$ cat src/rtl/mult_div_pkg.sv
// Shared types and constants for the iterative multiply/divide unit.
package mult_div_pkg;

    localparam int MD_WIDTH = 32;
    localparam int MD_STEPS = 32;
    localparam int CNT_W    = $clog2(MD_STEPS);

    typedef enum logic [1:0] {
        ST_IDLE = 2'd0,
        ST_MULT = 2'd1,
        ST_DIV  = 2'd2,
        ST_DONE = 2'd3
    } md_state_e;

    // StoreMD codes as emitted by the ALU control decoder.
    typedef enum logic [1:0] {
        STORE_NONE = 2'b00,
        STORE_DIV  = 2'b01,
        STORE_MULT = 2'b10
    } store_md_e;

endpackage

$ cat src/rtl/div_restoring_core.sv
// Signed restoring divider: magnitude datapath plus step counter.
// Results are presented combinationally for the step being taken so the
// caller can latch them on the final edge.
module div_restoring_core
    import mult_div_pkg::*;
#(
    parameter int WIDTH = MD_WIDTH
) (
    input  logic                    clk,
    input  logic                    reset_n,
    input  logic                    start,
    input  logic                    run,
    input  logic signed [WIDTH-1:0] dividend,
    input  logic signed [WIDTH-1:0] divisor,
    output logic                    last,
    output logic [WIDTH-1:0]        quotient,
    output logic [WIDTH-1:0]        remainder
);

    localparam logic [CNT_W-1:0] LAST_STEP = CNT_W'(MD_STEPS - 1);

    function automatic logic [WIDTH-1:0] magnitude(input logic [WIDTH-1:0] v);
        return v[WIDTH-1] ? (~v + 1'b1) : v;
    endfunction

    function automatic logic [WIDTH-1:0] cond_neg(input logic [WIDTH-1:0] v, input logic neg);
        return neg ? (~v + 1'b1) : v;
    endfunction

    logic [WIDTH-1:0] rem_q, rem_d, quo_q, quo_d, dmag_q, dmag_d;
    logic             q_neg_q, q_neg_d, r_neg_q, r_neg_d;
    logic [CNT_W-1:0] cnt_q, cnt_d;

    logic [WIDTH:0]   shifted;
    logic [WIDTH-1:0] sub_w, rem_nx, quo_nx;
    logic             ge;

    // One restoring step: shift in the next dividend bit, subtract if it fits.
    // The partial remainder stays below the divisor, so W bits hold it.
    assign shifted = {rem_q, quo_q[WIDTH-1]};
    assign ge      = shifted >= {1'b0, dmag_q};
    assign sub_w   = shifted[WIDTH-1:0] - dmag_q;
    assign rem_nx  = ge ? sub_w : shifted[WIDTH-1:0];
    assign quo_nx  = {quo_q[WIDTH-2:0], ge};

    assign last      = run && (cnt_q == LAST_STEP);
    assign quotient  = cond_neg(quo_nx, q_neg_q);
    assign remainder = cond_neg(rem_nx, r_neg_q);

    always_comb begin
        rem_d   = rem_q;
        quo_d   = quo_q;
        dmag_d  = dmag_q;
        q_neg_d = q_neg_q;
        r_neg_d = r_neg_q;
        cnt_d   = cnt_q;
        if (start) begin
            rem_d   = '0;
            quo_d   = magnitude(dividend);
            dmag_d  = magnitude(divisor);
            q_neg_d = dividend[WIDTH-1] ^ divisor[WIDTH-1];
            r_neg_d = dividend[WIDTH-1];
            cnt_d   = '0;
        end else if (run) begin
            rem_d = rem_nx;
            quo_d = quo_nx;
            cnt_d = cnt_q + 1'b1;
        end
    end

    always_ff @(posedge clk or negedge reset_n) begin
        if (!reset_n) begin
            cnt_q <= '0;
        end else begin
            cnt_q <= cnt_d;
        end
    end

    always_ff @(posedge clk) begin
        rem_q   <= rem_d;
        quo_q   <= quo_d;
        dmag_q  <= dmag_d;
        q_neg_q <= q_neg_d;
        r_neg_q <= r_neg_d;
    end

endmodule

$ cat src/rtl/mult_div_unit.sv
// Iterative signed multiply (radix-2 Booth) / divide (restoring) unit with a
// busy/done handshake; requests are rising-edge detected on multOp/divOp.
module mult_div_unit
    import mult_div_pkg::*;
#(
    parameter int WIDTH = MD_WIDTH
) (
    input  logic                    clk,
    input  logic                    reset_n,
    input  logic                    multOp,
    input  logic                    divOp,
    input  logic signed [WIDTH-1:0] opA,
    input  logic signed [WIDTH-1:0] opB,
    output logic [WIDTH-1:0]        hi,
    output logic [WIDTH-1:0]        lo,
    output logic                    busy,
    output logic                    done,
    output logic                    divZero
);

    localparam logic [CNT_W-1:0] LAST_STEP = CNT_W'(MD_STEPS - 1);

    // Accumulator layout {A, Q, q-1}. The add/sub is done one bit wider so a
    // most-negative multiplicand cannot overflow A before the shift.
    function automatic logic [2*WIDTH:0] booth_step(input logic [2*WIDTH:0] acc,
                                                    input logic signed [WIDTH-1:0] m);
        logic signed [WIDTH:0] a_ext, m_ext, sum;
        a_ext = {acc[2*WIDTH], acc[2*WIDTH:WIDTH+1]};
        m_ext = {m[WIDTH-1], m};
        case (acc[1:0])
            2'b01:   sum = a_ext + m_ext;
            2'b10:   sum = a_ext - m_ext;
            default: sum = a_ext;
        endcase
        return {sum, acc[WIDTH:1]};
    endfunction

    md_state_e               state_q, state_d;
    logic                    mult_q, div_q;
    logic                    busy_q, busy_d, done_q, done_d, dz_q, dz_d;
    logic [WIDTH-1:0]        hi_q, hi_d, lo_q, lo_d;
    logic [CNT_W-1:0]        mcnt_q, mcnt_d;
    logic [2*WIDTH:0]        acc_q, acc_d, booth_nx;
    logic signed [WIDTH-1:0] mcand_q, mcand_d;
    logic                    mult_rise, div_rise, div_start, div_run, div_last;
    logic [WIDTH-1:0]        div_quo, div_rem;

    assign mult_rise = multOp & ~mult_q;
    assign div_rise  = divOp & ~div_q;
    assign booth_nx  = booth_step(acc_q, mcand_q);
    assign div_run   = (state_q == ST_DIV);

    div_restoring_core #(.WIDTH(WIDTH)) u_div (
        .clk       (clk),
        .reset_n   (reset_n),
        .start     (div_start),
        .run       (div_run),
        .dividend  (opA),
        .divisor   (opB),
        .last      (div_last),
        .quotient  (div_quo),
        .remainder (div_rem)
    );

    always_comb begin
        state_d   = state_q;
        busy_d    = busy_q;
        done_d    = 1'b0;
        dz_d      = 1'b0;
        hi_d      = hi_q;
        lo_d      = lo_q;
        mcnt_d    = mcnt_q;
        acc_d     = acc_q;
        mcand_d   = mcand_q;
        div_start = 1'b0;
        case (state_q)
            ST_IDLE: begin
                // Divide wins a simultaneous request; the multiply is dropped.
                if (div_rise) begin
                    busy_d = 1'b1;
                    if (opB == '0) begin
                        state_d = ST_DONE;
                        done_d  = 1'b1;
                        dz_d    = 1'b1;
                    end else begin
                        state_d   = ST_DIV;
                        div_start = 1'b1;
                    end
                end else if (mult_rise) begin
                    busy_d  = 1'b1;
                    state_d = ST_MULT;
                    acc_d   = {{WIDTH{1'b0}}, opB, 1'b0};
                    mcand_d = opA;
                    mcnt_d  = '0;
                end
            end
            ST_MULT: begin
                acc_d  = booth_nx;
                mcnt_d = mcnt_q + 1'b1;
                if (mcnt_q == LAST_STEP) begin
                    hi_d    = booth_nx[2*WIDTH:WIDTH+1];
                    lo_d    = booth_nx[WIDTH:1];
                    state_d = ST_DONE;
                    done_d  = 1'b1;
                end
            end
            ST_DIV: begin
                if (div_last) begin
                    hi_d    = div_rem;
                    lo_d    = div_quo;
                    state_d = ST_DONE;
                    done_d  = 1'b1;
                end
            end
            default: begin
                state_d = ST_IDLE;
                busy_d  = 1'b0;
            end
        endcase
    end

    always_ff @(posedge clk or negedge reset_n) begin
        if (!reset_n) begin
            state_q <= ST_IDLE;
            mult_q  <= 1'b0;
            div_q   <= 1'b0;
            busy_q  <= 1'b0;
            done_q  <= 1'b0;
            dz_q    <= 1'b0;
            hi_q    <= '0;
            lo_q    <= '0;
            mcnt_q  <= '0;
        end else begin
            state_q <= state_d;
            mult_q  <= multOp;
            div_q   <= divOp;
            busy_q  <= busy_d;
            done_q  <= done_d;
            dz_q    <= dz_d;
            hi_q    <= hi_d;
            lo_q    <= lo_d;
            mcnt_q  <= mcnt_d;
        end
    end

    always_ff @(posedge clk) begin
        acc_q   <= acc_d;
        mcand_q <= mcand_d;
    end

    assign hi      = hi_q;
    assign lo      = lo_q;
    assign busy    = busy_q;
    assign done    = done_q;
    assign divZero = dz_q;

endmodule

$ cat config.mk
export PLATFORM = sky130hd
export DESIGN_NAME = mult_div_unit
export DESIGN_NICKNAME = d
export VERILOG_FILES = /design/src/rtl/mult_div_pkg.sv /design/src/rtl/div_restoring_core.sv /design/src/rtl/mult_div_unit.sv
export SDC_FILE = /design/constraint.sdc
export NUM_CORES = 1
export LEC_CHECK = 0
export CORE_AREA = 10 10 222 224
export DETAILED_ROUTE_END_ITERATION = 7
export DIE_AREA = 0 0 232 234
export GPL_ROUTABILITY_DRIVEN = 0
export SYNTH_ARGS = -nofsm -noshare
export SYNTH_HDL_FRONTEND = slang
export SYNTH_SLANG_ARGS = --single-unit
$ cat constraint.sdc
create_clock -name clk -period 7.2 [get_ports clk]
set_input_delay 2.16 -clock clk [delete_from_list [all_inputs] [get_ports clk]]
set_output_delay 2.16 -clock clk [all_outputs]
set_load 0.02 [all_outputs]
==> flow_metrics.env <==
export IMPL_wl_per_cell_um=20.92
export IMPL_hold_viol=0
export IMPL_critPathKind="input port to register"
export IMPL_clk_path_buf_depth=3
export IMPL_synth_edf_count=163
export IMPL_grt_pass1_vias=15080
export IMPL_clock_skew_ns=0.03013
export IMPL_crit_arrival_ns=5.98
export IMPL_drc=0
export IMPL_fin_setup_tns_ns=0
export IMPL_clock_fmax_mhz=174.7
export IMPL_cts_inserted_buffers=34
export IMPL_grt_pass1_wl_mm=88.78
export IMPL_via_per_inst=5.745
export IMPL_worst_pin_slew_ns=1.177
export IMPL_num_rows=78
export IMPL_period_share=0.7951
export IMPL_min_path_type="register to register"
export IMPL_postCtsHoldBufs=0
export IMPL_vdd_drop_max_mv=0.2760
export IMPL_dpl_hpwl_mm=44.35
export IMPL_die_area_mm2=0.05429
export IMPL_drtIter0Drc=1437
export IMPL_ys_ff_latch=276
export IMPL_drive_gt1_frac=0.06440
export IMPL_netlist_top_cells_area="edfxtp_1 (26%), dfrtp_1 (11%), o21ai_0 (5.5%)"
export IMPL_wl_met3_mm=3.442
export IMPL_setup_violations_final=0
export IMPL_slew_headroom=0.2127
export IMPL_yosys_warnings=0
export IMPL_routed_wl_mm=58.02
export IMPL_grt_setup_unrepaired="false"
export IMPL_root_buffer="clkbuf_16"
export IMPL_synthFlopType="edfxtp_1"
export IMPL_syn_to_final_growth_pct=15.49
export IMPL_status="finished clean"
export IMPL_async_flop_share=0.2935
export IMPL_post_cts_buffers=0
export IMPL_clk_latency_ns=0.56
export IMPL_ant_nets=0
export IMPL_crit_path_start_kind="input port"
export IMPL_cts_reportedPaths_clkPinSlew_ns=0.06
export IMPL_via_count=15940
export IMPL_grt_max_degree=84
export IMPL_p_leak_uw=0.008420
export IMPL_gr_total_overflow=0
export IMPL_syn_area_per_cell_um2=9.022
export IMPL_core_area_mm2=0.04489
export IMPL_ys_types=87
export IMPL_dr_pass1_iters=6
export IMPL_path_max_fanout=36
export IMPL_maxCapViolCount=0
export IMPL_io_pins=135
export IMPL_wl_met2_mm=27.35
export IMPL_syn_area_mm2=0.01869
export IMPL_fp_dieW_um=232
export IMPL_final_common_cell="nand2_1"
export IMPL_grt_usage=0.2090
export IMPL_numPortBuffers=134
export IMPL_nets=2297
export IMPL_drv_slew=0
export IMPL_cts_resized=0
export IMPL_holdWs_ns=0.4778
export IMPL_fillers=4259
export IMPL_endpoint_kind="register"
export IMPL_antenna_cells=0
export IMPL_syn_inst=2071
export IMPL_pwr_density_cell_mw_per_mm2=538.2
export IMPL_rrSetupSlack_ns=1.79
export IMPL_cts_htree_levels=2
export IMPL_fin_crit_ns=5.724
export IMPL_syn_nets=2219
export IMPL_p_total_uw=11610
export IMPL_clock_sinks=276
export IMPL_fin_ws_ns=1.476
export IMPL_utilization=0.4807
export IMPL_cts_tree="done"
export IMPL_final_cell_mix="nand2_1 (244), o21ai_0 (205), nor2_1 (178), edfxtp_1 (163), a21oi_1 (136)"
export IMPL_cp_data_required_time_ns=7.46
export IMPL_seq_area_frac_synth=0.4047
export IMPL_antenna_found_initial=1
export IMPL_drt_met1_wl_mm=25.87
export IMPL_highest_layer="met5"
export IMPL_yosysTopAreaCellShare=0.2620
export IMPL_die_h_um=234
export IMPL_start_util=0.4162
export IMPL_synth_largest_area_cell="edfxtp_1"
export IMPL_detailedPlace_worstSlack_ns=0.9138
==> worst max-delay path, cell delays in order <==
cell and delay (ns):
clkdlybuf4s50_1 0.49, or4_1 0.61, or4_1 0.43, or2_1 0.29, nor4_4 0.20, nand4_1 0.23, or4_4 0.62, nand3_2 0.24
inv_2 0.31, buf_4 0.38
==> metrics by stage <==
stage | instances | cell area (µm²)
after global routing | 2774 | 21580
final | 2774 | 21580
after detailed placement | 2713 | 20470
after global placement | 2713 | 20470
after floorplan | 2071 | 18690
after CTS | 2774 | 21580
==> final cells by class <==
| type | count | area, µm² | area share |
|---|---|---|---|
| Clock buffer | 49 | 999.7 | 0.04633 |
| Clock inverter | 12 | 106.4 | 0.004928 |
| Inverter | 77 | 289.0 | 0.01339 |
| Multi-Input combinational cell | 1611 | 10420 | 0.4829 |
| Sequential cell | 276 | 7562 | 0.3504 |
| Tap cell | 600 | 750.7 | 0.03479 |
| Timing Repair Buffer | 149 | 1451 | 0.06726 |
==> cells in the mapped netlist (18+ instances only) <==
cell	number
o21ai_0	205
dfxtp_1	32
nand2_1	245
nand2b_1	24
ha_1	78
and3_1	21
clkbuf_1	81
nand3_1	33
or3_1	24
or4_1	20
inv_1	74
xnor2_1	102
a21oi_1	136
mux2_2	35
dfrtp_1	81
a21o_1	30
nand4_1	18
nor4_1	20
o31ai_1	36
xor2_1	88
and2_1	23
mux2i_1	35
nor2_1	178
edfxtp_1	163
a211oi_1	30
nor3_1	29
==> report_power, final <==
part | switching, µW | total, µW | internal (µW)
logic | 4330 | 6870 | 2550
clock network | 693 | 1700 | 1010
registers | 577 | 3040 | 2460
==> state kept, by name, indices dropped and copies added (netlist names) <==
register       flops
done               1
divZero            1
u_div.quo_q       32
state_q            2
mcand_q           32
u_div.dmag_q      32
busy               1
hi                32
lo                32
mult_q             1
u_div.rem_q       32
mcnt_q             5
u_div.cnt_q        5
div_q              1
u_div.q_neg_q      1
acc_q             65
u_div.r_neg_q      1
==> final timing paths <==
check	end	cells after the start	startpoint
setup / recovery	u_div.q_neg_q	10	opB[6]
hold / removal	hi[22]	2	hi[22]
setup reg to reg	hi[26]	17	u_div.dmag_q[18]
hold reg to reg	hi[22]	2	hi[22]
max in group asynchronous	lo[30]	2	reset_n
min in group asynchronous	hi[10]	1	reset_n
==> layer usage <==
metal | vias up | GRT usage
met4 | 2 | 0.05963
li1 | 7691 | -
met5 | - | 0
met3 | 82 | 0.03372
met2 | 498 | 0.3453
met1 | 7663 | 0.2784
==> cells by family (layout without fill, tap and decap cells) <==
| family | count (synthesis) | after routing | synth area share |
|---|---|---|---|
| and+or+nand+nor | 683 | 683 | 0.1755 |
| AOI/OAI and AO/OA | 588 | 588 | 0.1977 |
| DFF | 276 | 276 | 0.4047 |
| xor gates and xnor gates | 190 | 190 | 0.08906 |
| buffers and inverters | 184 | 287 | 0.03884 |
| adders and majority gates | 80 | 80 | 0.05437 |
| muxes | 70 | 70 | 0.03984 |
Power figures use the tool's default switching activity.
